## src/rtl/circle_path_sequencer_pkg.sv

```systemverilog
// Shared types and helpers for the circle-path sequencer and its renderer.
package circle_pkg;

  typedef enum logic {
    STOP = 1'b0,
    RUN  = 1'b1
  } state_t;

  localparam int unsigned NUM_DIGITS_DEF = 6;
  localparam int unsigned NUM_POS        = 2 * NUM_DIGITS_DEF;
  localparam int unsigned POS_W          = 4;

  // Column select understood by the circle renderer.
  localparam logic UPPER = 1'b0;
  localparam logic LOWER = 1'b1;

  typedef struct packed {
    logic [2:0] row;
    logic       col;
  } index_t;

  // Upper circles run left to right, lower circles come back right to left.
  function automatic index_t pos_to_index(input logic [POS_W-1:0] pos,
                                          input int unsigned num_digits);
    index_t idx;
    if (32'(pos) < num_digits) begin
      idx.row = pos[2:0];
      idx.col = UPPER;
    end else begin
      idx.row = 3'(2 * num_digits - 1 - 32'(pos));
      idx.col = LOWER;
    end
    return idx;
  endfunction

endpackage

```

## src/rtl/circle_path_sequencer_if.sv

```systemverilog
// Control and display-index bundle between board inputs and the sequencer.
interface circle_path_sequencer_if;
  logic       run_i;
  logic       dir_i;
  logic [1:0] speed_i;
  logic       step_i;
  logic [2:0] row_index_o;
  logic       column_index_o;
  logic       step_o;
  logic       lap_o;

  modport master (
    output run_i, dir_i, speed_i, step_i,
    input  row_index_o, column_index_o, step_o, lap_o
  );

  modport slave (
    input  run_i, dir_i, speed_i, step_i,
    output row_index_o, column_index_o, step_o, lap_o
  );
endinterface

```

## src/rtl/circle_path_sequencer_prescaler.sv

```systemverilog
// Step-rate prescaler: period TICK_DIV >> shift cycles, terminal on cnt >= limit-1.
module tick_prescaler #(
  parameter int unsigned TICK_DIV = 12_500_000
) (
  input  logic       clk_i,
  input  logic       rst_i,
  input  logic       en,
  input  logic       clr,
  input  logic [1:0] shift,
  output logic       tick
);

  localparam int unsigned CNT_W = $clog2(TICK_DIV);

  logic [CNT_W-1:0] r_cnt;
  logic [31:0]      w_limit;
  logic             w_terminal;

  assign w_limit = 32'(TICK_DIV) >> shift;
  // Greater-or-equal lets a mid-period speed-up fire immediately instead of
  // counting all the way round.
  assign w_terminal = (32'(r_cnt) >= (w_limit - 32'd1));
  assign tick       = en & w_terminal;

  // Count while enabled; clear on terminal count, on clear, or while disabled.
  always_ff @(posedge clk_i) begin
    if (rst_i) begin
      r_cnt <= '0;
    end else if (clr || !en || w_terminal) begin
      r_cnt <= '0;
    end else begin
      r_cnt <= r_cnt + 1'b1;
    end
  end

endmodule

```

## src/rtl/circle_path_sequencer.sv

```systemverilog
// Walks a single lit circle around the display: upper row 0..N-1, lower row N-1..0.
module circle_path_sequencer
  import circle_pkg::*;
#(
  parameter int unsigned TICK_DIV   = 12_500_000,
  parameter int unsigned NUM_DIGITS = 6
) (
  input  logic                     clk_i,
  input  logic                     rst_i,
  circle_path_sequencer_if.slave   bus
);

  localparam logic [POS_W-1:0] LAST_POS = POS_W'(2 * NUM_DIGITS - 1);

  state_t           r_state;
  state_t           w_state_next;
  logic [POS_W-1:0] r_pos;
  logic [POS_W-1:0] w_pos_next;
  logic             w_wrap;
  logic             w_advance;
  logic             w_tick;
  logic             w_en;
  logic             w_clr;
  index_t           w_idx;

  logic [2:0]       r_row;
  logic             r_col;
  logic             r_step;
  logic             r_lap;

  // Prescaler runs only in RUN and is cleared whenever RUN is being left.
  assign w_en  = (r_state == RUN);
  assign w_clr = (r_state == STOP) || !bus.run_i;

  tick_prescaler #(
    .TICK_DIV (TICK_DIV)
  ) u_prescaler (
    .clk_i (clk_i),
    .rst_i (rst_i),
    .en    (w_en),
    .clr   (w_clr),
    .shift (bus.speed_i),
    .tick  (w_tick)
  );

  // State register.
  always_ff @(posedge clk_i) begin
    if (rst_i) begin
      r_state <= STOP;
    end else begin
      r_state <= w_state_next;
    end
  end

  // Next state and advance decision; a step coinciding with run rising is dropped.
  always_comb begin
    w_state_next = r_state;
    w_advance    = 1'b0;
    case (r_state)
      STOP: begin
        if (bus.run_i) begin
          w_state_next = RUN;
        end else if (bus.step_i) begin
          w_advance = 1'b1;
        end
      end
      RUN: begin
        w_advance = w_tick;
        if (!bus.run_i) begin
          w_state_next = STOP;
        end
      end
      default: w_state_next = STOP;
    endcase
  end

  // Next position in the selected direction, flagging the loop wrap.
  always_comb begin
    w_pos_next = r_pos;
    w_wrap     = 1'b0;
    if (!bus.dir_i) begin
      if (r_pos >= LAST_POS) begin
        w_pos_next = '0;
        w_wrap     = 1'b1;
      end else begin
        w_pos_next = r_pos + 1'b1;
      end
    end else begin
      if (r_pos == '0) begin
        w_pos_next = LAST_POS;
        w_wrap     = 1'b1;
      end else begin
        w_pos_next = r_pos - 1'b1;
      end
    end
    w_idx = pos_to_index(w_pos_next, NUM_DIGITS);
  end

  // Position and outputs are loaded from the next-position logic on the same
  // edge, so the indices never lag pos.
  always_ff @(posedge clk_i) begin
    if (rst_i) begin
      r_pos  <= '0;
      r_row  <= '0;
      r_col  <= UPPER;
      r_step <= 1'b0;
      r_lap  <= 1'b0;
    end else begin
      r_step <= w_advance;
      r_lap  <= w_advance & w_wrap;
      if (w_advance) begin
        r_pos <= w_pos_next;
        r_row <= w_idx.row;
        r_col <= w_idx.col;
      end
    end
  end

  assign bus.row_index_o    = r_row;
  assign bus.column_index_o = r_col;
  assign bus.step_o         = r_step;
  assign bus.lap_o          = r_lap;

endmodule
```

## src/flat_wrapper.sv

```systemverilog
// flat-port wrapper written by rule: the top's interface ports become plain ports
module circle_path_sequencer_flat import circle_pkg::*;
#(
  parameter int unsigned TICK_DIV   = 12_500_000,
  parameter int unsigned NUM_DIGITS = 6
)
  (clk_i, rst_i, bus_run_i, bus_dir_i, bus_speed_i, bus_step_i, bus_row_index_o, bus_column_index_o, bus_step_o, bus_lap_o);
  circle_path_sequencer_if bus_i ();
  input  logic clk_i;
  input  logic rst_i;
  input wire logic [$bits(bus_i.run_i)-1:0] bus_run_i;
  input wire logic [$bits(bus_i.dir_i)-1:0] bus_dir_i;
  input wire logic [$bits(bus_i.speed_i)-1:0] bus_speed_i;
  input wire logic [$bits(bus_i.step_i)-1:0] bus_step_i;
  output wire logic [$bits(bus_i.row_index_o)-1:0] bus_row_index_o;
  output wire logic [$bits(bus_i.column_index_o)-1:0] bus_column_index_o;
  output wire logic [$bits(bus_i.step_o)-1:0] bus_step_o;
  output wire logic [$bits(bus_i.lap_o)-1:0] bus_lap_o;
  assign bus_i.run_i = bus_run_i;
  assign bus_i.dir_i = bus_dir_i;
  assign bus_i.speed_i = bus_speed_i;
  assign bus_i.step_i = bus_step_i;
  assign bus_row_index_o = bus_i.row_index_o;
  assign bus_column_index_o = bus_i.column_index_o;
  assign bus_step_o = bus_i.step_o;
  assign bus_lap_o = bus_i.lap_o;
  circle_path_sequencer #(.TICK_DIV(TICK_DIV), .NUM_DIGITS(NUM_DIGITS)) u_core (.clk_i(clk_i), .rst_i(rst_i), .bus(bus_i));
endmodule
```

## config.mk

```make
export PLATFORM = sky130hd
export DESIGN_NAME = circle_path_sequencer_flat
export DESIGN_NICKNAME = d
export VERILOG_FILES = /design/src/rtl/circle_path_sequencer_pkg.sv /design/src/rtl/circle_path_sequencer_if.sv /design/src/rtl/circle_path_sequencer_prescaler.sv /design/src/rtl/circle_path_sequencer.sv /design/src/flat_wrapper.sv
export SDC_FILE = /design/constraint.sdc
export NUM_CORES = 1
export LEC_CHECK = 0
export CAP_MARGIN = 10
export CORE_MARGIN = 10
export CORE_UTILIZATION = 60
export DETAILED_ROUTE_END_ITERATION = 10
export GPL_ROUTABILITY_DRIVEN = 0
export PLACE_DENSITY = 0.8
export SETUP_SLACK_MARGIN = 0.2
export SYNTH_ARGS = -nofsm -noshare
export SYNTH_HDL_FRONTEND = slang
export SYNTH_HIERARCHICAL = 1
export SYNTH_SLANG_ARGS = --single-unit
```

## constraint.sdc

```tcl
create_clock -name clk_i -period 10 [get_ports clk_i]
set_input_delay 3 -clock clk_i [delete_from_list [all_inputs] [get_ports clk_i]]
set_output_delay 3 -clock clk_i [all_outputs]
set_load 0.01 [all_outputs]
```

==> results.md <==
- Synth top area share: 0.2987
- Ys async rst share: 0
- Area grow syn2layout: 8.896%
- Slew Limit Fails: 0
- Flops & latches, synth: 34
- Sequential fraction of the synthesis area: 0.2987
- Fin util: 0.6777
- CTS buffer count: 5
- N_diodes: 0
- Period utilisation layout: 0.6458
- CP Data Required Time: 10.19 ns
- Synthesized cell area: 2278 µm²
- WHS: 0.4701 ns
- Final Hold Vio Count: 0
- Hold path cells: 2
- Crit-path slowest cell: clkdlybuf4s50_1
- Setup bufs post-CTS: 0
- Core area: 3661 µm²
- Wire per inst: 14.24 µm
- Peak Freq: 154.9 MHz
- Antenna viol nets, final: 0
- Worst relative slew slack: 0.4424
- Initial Utilization: 0.6224
- Largest net degree at the start of global routing: 26
- Initial antenna violation count: 0
- Crit-path max cell delay: 0.57 ns
- Vias in the first global route: 1,743
- Clock Path Buffers: 2
- RSZ-0062 raised after global routing: no
- DRT iter0 DRCs: 164
- Share of cells above drive strength 1: 0.06909
- Sum Neg Setup Slack: 0 ns
- Largest cells by area after synthesis: dfxtp_1, ha_1, xnor2_1
- Vias per inst: 5.898
- Tmin final: 6.458 ns
- Chip Height: 81.62 µm
- R2R setup slack: 6.86 ns
- Die extent in x: 81.62 µm
- Hold-critical path endpoint: u_core/bus.column_index_o
- Worst reg2reg endpoint: u_core/bus.row_index_o[0]
- Startpoint class of the critical path: primary input
- Worst EP arrival: 6.65 ns
- Hpwl dp: 3459 µm
- I/O pin cnt: 13
- Worst Hold Class: register to register
- Crit Reg-Reg Startpoint: u_core/u_prescaler/r_cnt[9]
- Final setup vio count: 0
- Yosys warns: 6
- Fill cell instance count of the final layout: 312
- Leak: 0.9663 nW
- Pre-Repair DR Iteration Count: 4
- Crit end category: register
- Post-synth EDFFs: 0
- Nets: 309
- Crit path max fanout: 25
- Synth Flop Type: dfxtp_1
- H-tree levels: 2
- Syn_area_per_cell: 8.630 µm²
- TritonCTS clock tree: yes
- Hold_sp: u_core/bus.column_index_o
- DIE AREA: 6662 µm²
- Total track usage: 0.1488
- Total grt overflow: 0
- Critical-path cell list: clkdlybuf4s50_1 -> inv_1 -> nand2_1 -> inv_1 -> ha_1 -> ha_1 -> nand4_1 -> nor4_1 -> a2111oi_0 -> o211ai_2 -> buf_4 -> and2_1 -> a21oi_1 -> nor2_1 -> a2111o_1 -> o31ai_1
- Clock sink count: 34
- Status: finished clean
- Root Buffer: clkbuf_8
- Cell area power density: 108.5 nW/µm²
- CTS resizes: 0
- Reg2reg path depth: 11
- Cells after Synth: 264
- # rows: 22
- # Max-Cap Violations: 0
- Hold Buf Count CTS: 0
- Clk pin slew, worst setup/hold paths: 0.06 ns
- Kind of critical path: primary input to register
- WL final: 4601 µm
- Cell accounting for the most synthesized area: dfxtp_1
- Slew @ Worst Pin: 0.8345 ns
- Max VDD drop: 0.1065 mV
- Count of cell types in the netlist: 57
- Via count: 1,905
- Port Buffer Count: 12
- Clock insertion delay at the later pin of the skew report: 0.28 ns
- First-pass GRT wire length: 8052 µm
- Clk_skew: 0.001299 ns
- Drt drc: 0
[final cells by class]
type                            count  area [µm²]  area share
Tap cell                           48       60.06     0.02421
Timing Repair Buffer               13       127.6     0.05144
Clock buffer                        6       82.58     0.03328
Multi-Input combinational cell    203        1459      0.5880
Inverter                           19       71.32     0.02874
Sequential cell                    34       680.7      0.2743
[Yosys cell counts, drive strengths merged (5+ instances only)]
cell,instances
o21ai,6
nand3,9
xnor2,17
ha,26
nor2,20
a211oi,5
xor2,5
clkbuf,5
nor3,30
nand2,17
a21oi,8
inv,19
nand4,10
dfxtp,34
[critical path: cells and delay by family]
kind / cells / cell delay, ns
adder cells (fa/ha/maj): 2 / 0.57
AND/OR/NAND/NOR: 5 / 0.60
AO/OA/AOI/OAI: 5 / 1.51
buffers and inverters: 4 / 0.97
[registers in the layout (all words and copies together), names as in the netlist]
name / count
u_core/bus.column_index_o: 1
u_core/bus.lap_o: 1
u_core/bus.row_index_o: 2
u_core/bus.step_o: 1
u_core/r_pos: 4
u_core/r_state: 1
u_core/u_prescaler/r_cnt: 24
[through the flow]
step           area [µm²]  std cells  worst slack (ns)   power, W
3_5_place_dp         2399        317             3.298  0.0001738
5_1_grt              2481        323             3.261  0.0002837
4_1_cts              2481        323             3.586  0.0002716
6_report             2481        323             3.542  0.0002693
2_1_floorplan        2282        265             4.331  0.0001642
3_3_place_gp         2399        317             3.419  0.0001736
[layer usage]
metal / up-vias / part of all wire / GRT usage
li1: 981 / - / -
met1: 880 / 0.48 / 0.1890
met2: 40 / 0.45 / 0.2346
met3: 4 / 0.056 / 0.05349
met4: 0 / 0.0059 / 0.03741
met5: - / 0 / 0
[cell families after synthesis]
group	share of synthesized area
xor gates and xnor gates	0.08457
muxes	0.006588
other	0.001646
and+or+nand+nor	0.2609
AOI/OAI and AO/OA	0.1422
adders and majority gates	0.1428
DFF	0.2987
buffers and inverters	0.06260
[report_power, final]
group | internal, W | switching (W) | leakage [nW] | total (W)
Sequential | 0.000138 | 0.00000282 | 0.275 | 0.000141
Combinational | 0.0000145 | 0.0000161 | 0.648 | 0.0000306
Clock | 0.0000530 | 0.0000451 | 0.0431 | 0.0000982
Total | 0.000205 | 0.0000640 | 0.966 | 0.000269
[placed cells by master, fill, tap and decap left out, types with 3 or more instances in the layout]
| cell | instances |
|---|---|
| a211oi_1 | 5 |
| a21o_1 | 3 |
| a21oi_1 | 8 |
| and3_1 | 3 |
| clkbuf_8 | 6 |
| clkdlybuf4s50_1 | 12 |
| dfxtp_1 | 34 |
| ha_1 | 26 |
| inv_1 | 18 |
| nand2_1 | 16 |
| nand2b_1 | 3 |
| nand3_1 | 9 |
| nand4_1 | 9 |
| nor2_1 | 20 |
| nor3_1 | 28 |
| o21ai_0 | 4 |
| or3_1 | 3 |
| xnor2_1 | 17 |
| xor2_1 | 5 |
[worst max-delay path by stage]
stage | from | end | slack [ns] | depth (start not counted)
detailed placement | bus_speed_i[0] | u_core/bus.row_index_o[0] | 3.30 | 16
CTS | bus_speed_i[0] | u_core/bus.row_index_o[0] | 3.59 | 16
floorplan | bus_speed_i[1] | u_core/bus.row_index_o[0] | 4.33 | 14
global route | bus_speed_i[0] | u_core/bus.row_index_o[0] | 3.26 | 16
global placement | bus_speed_i[0] | u_core/bus.row_index_o[0] | 3.42 | 16
finish | bus_speed_i[0] | u_core/bus.row_index_o[0] | 3.54 | 16
No activity file was read; power rests on OpenSTA's default activity.
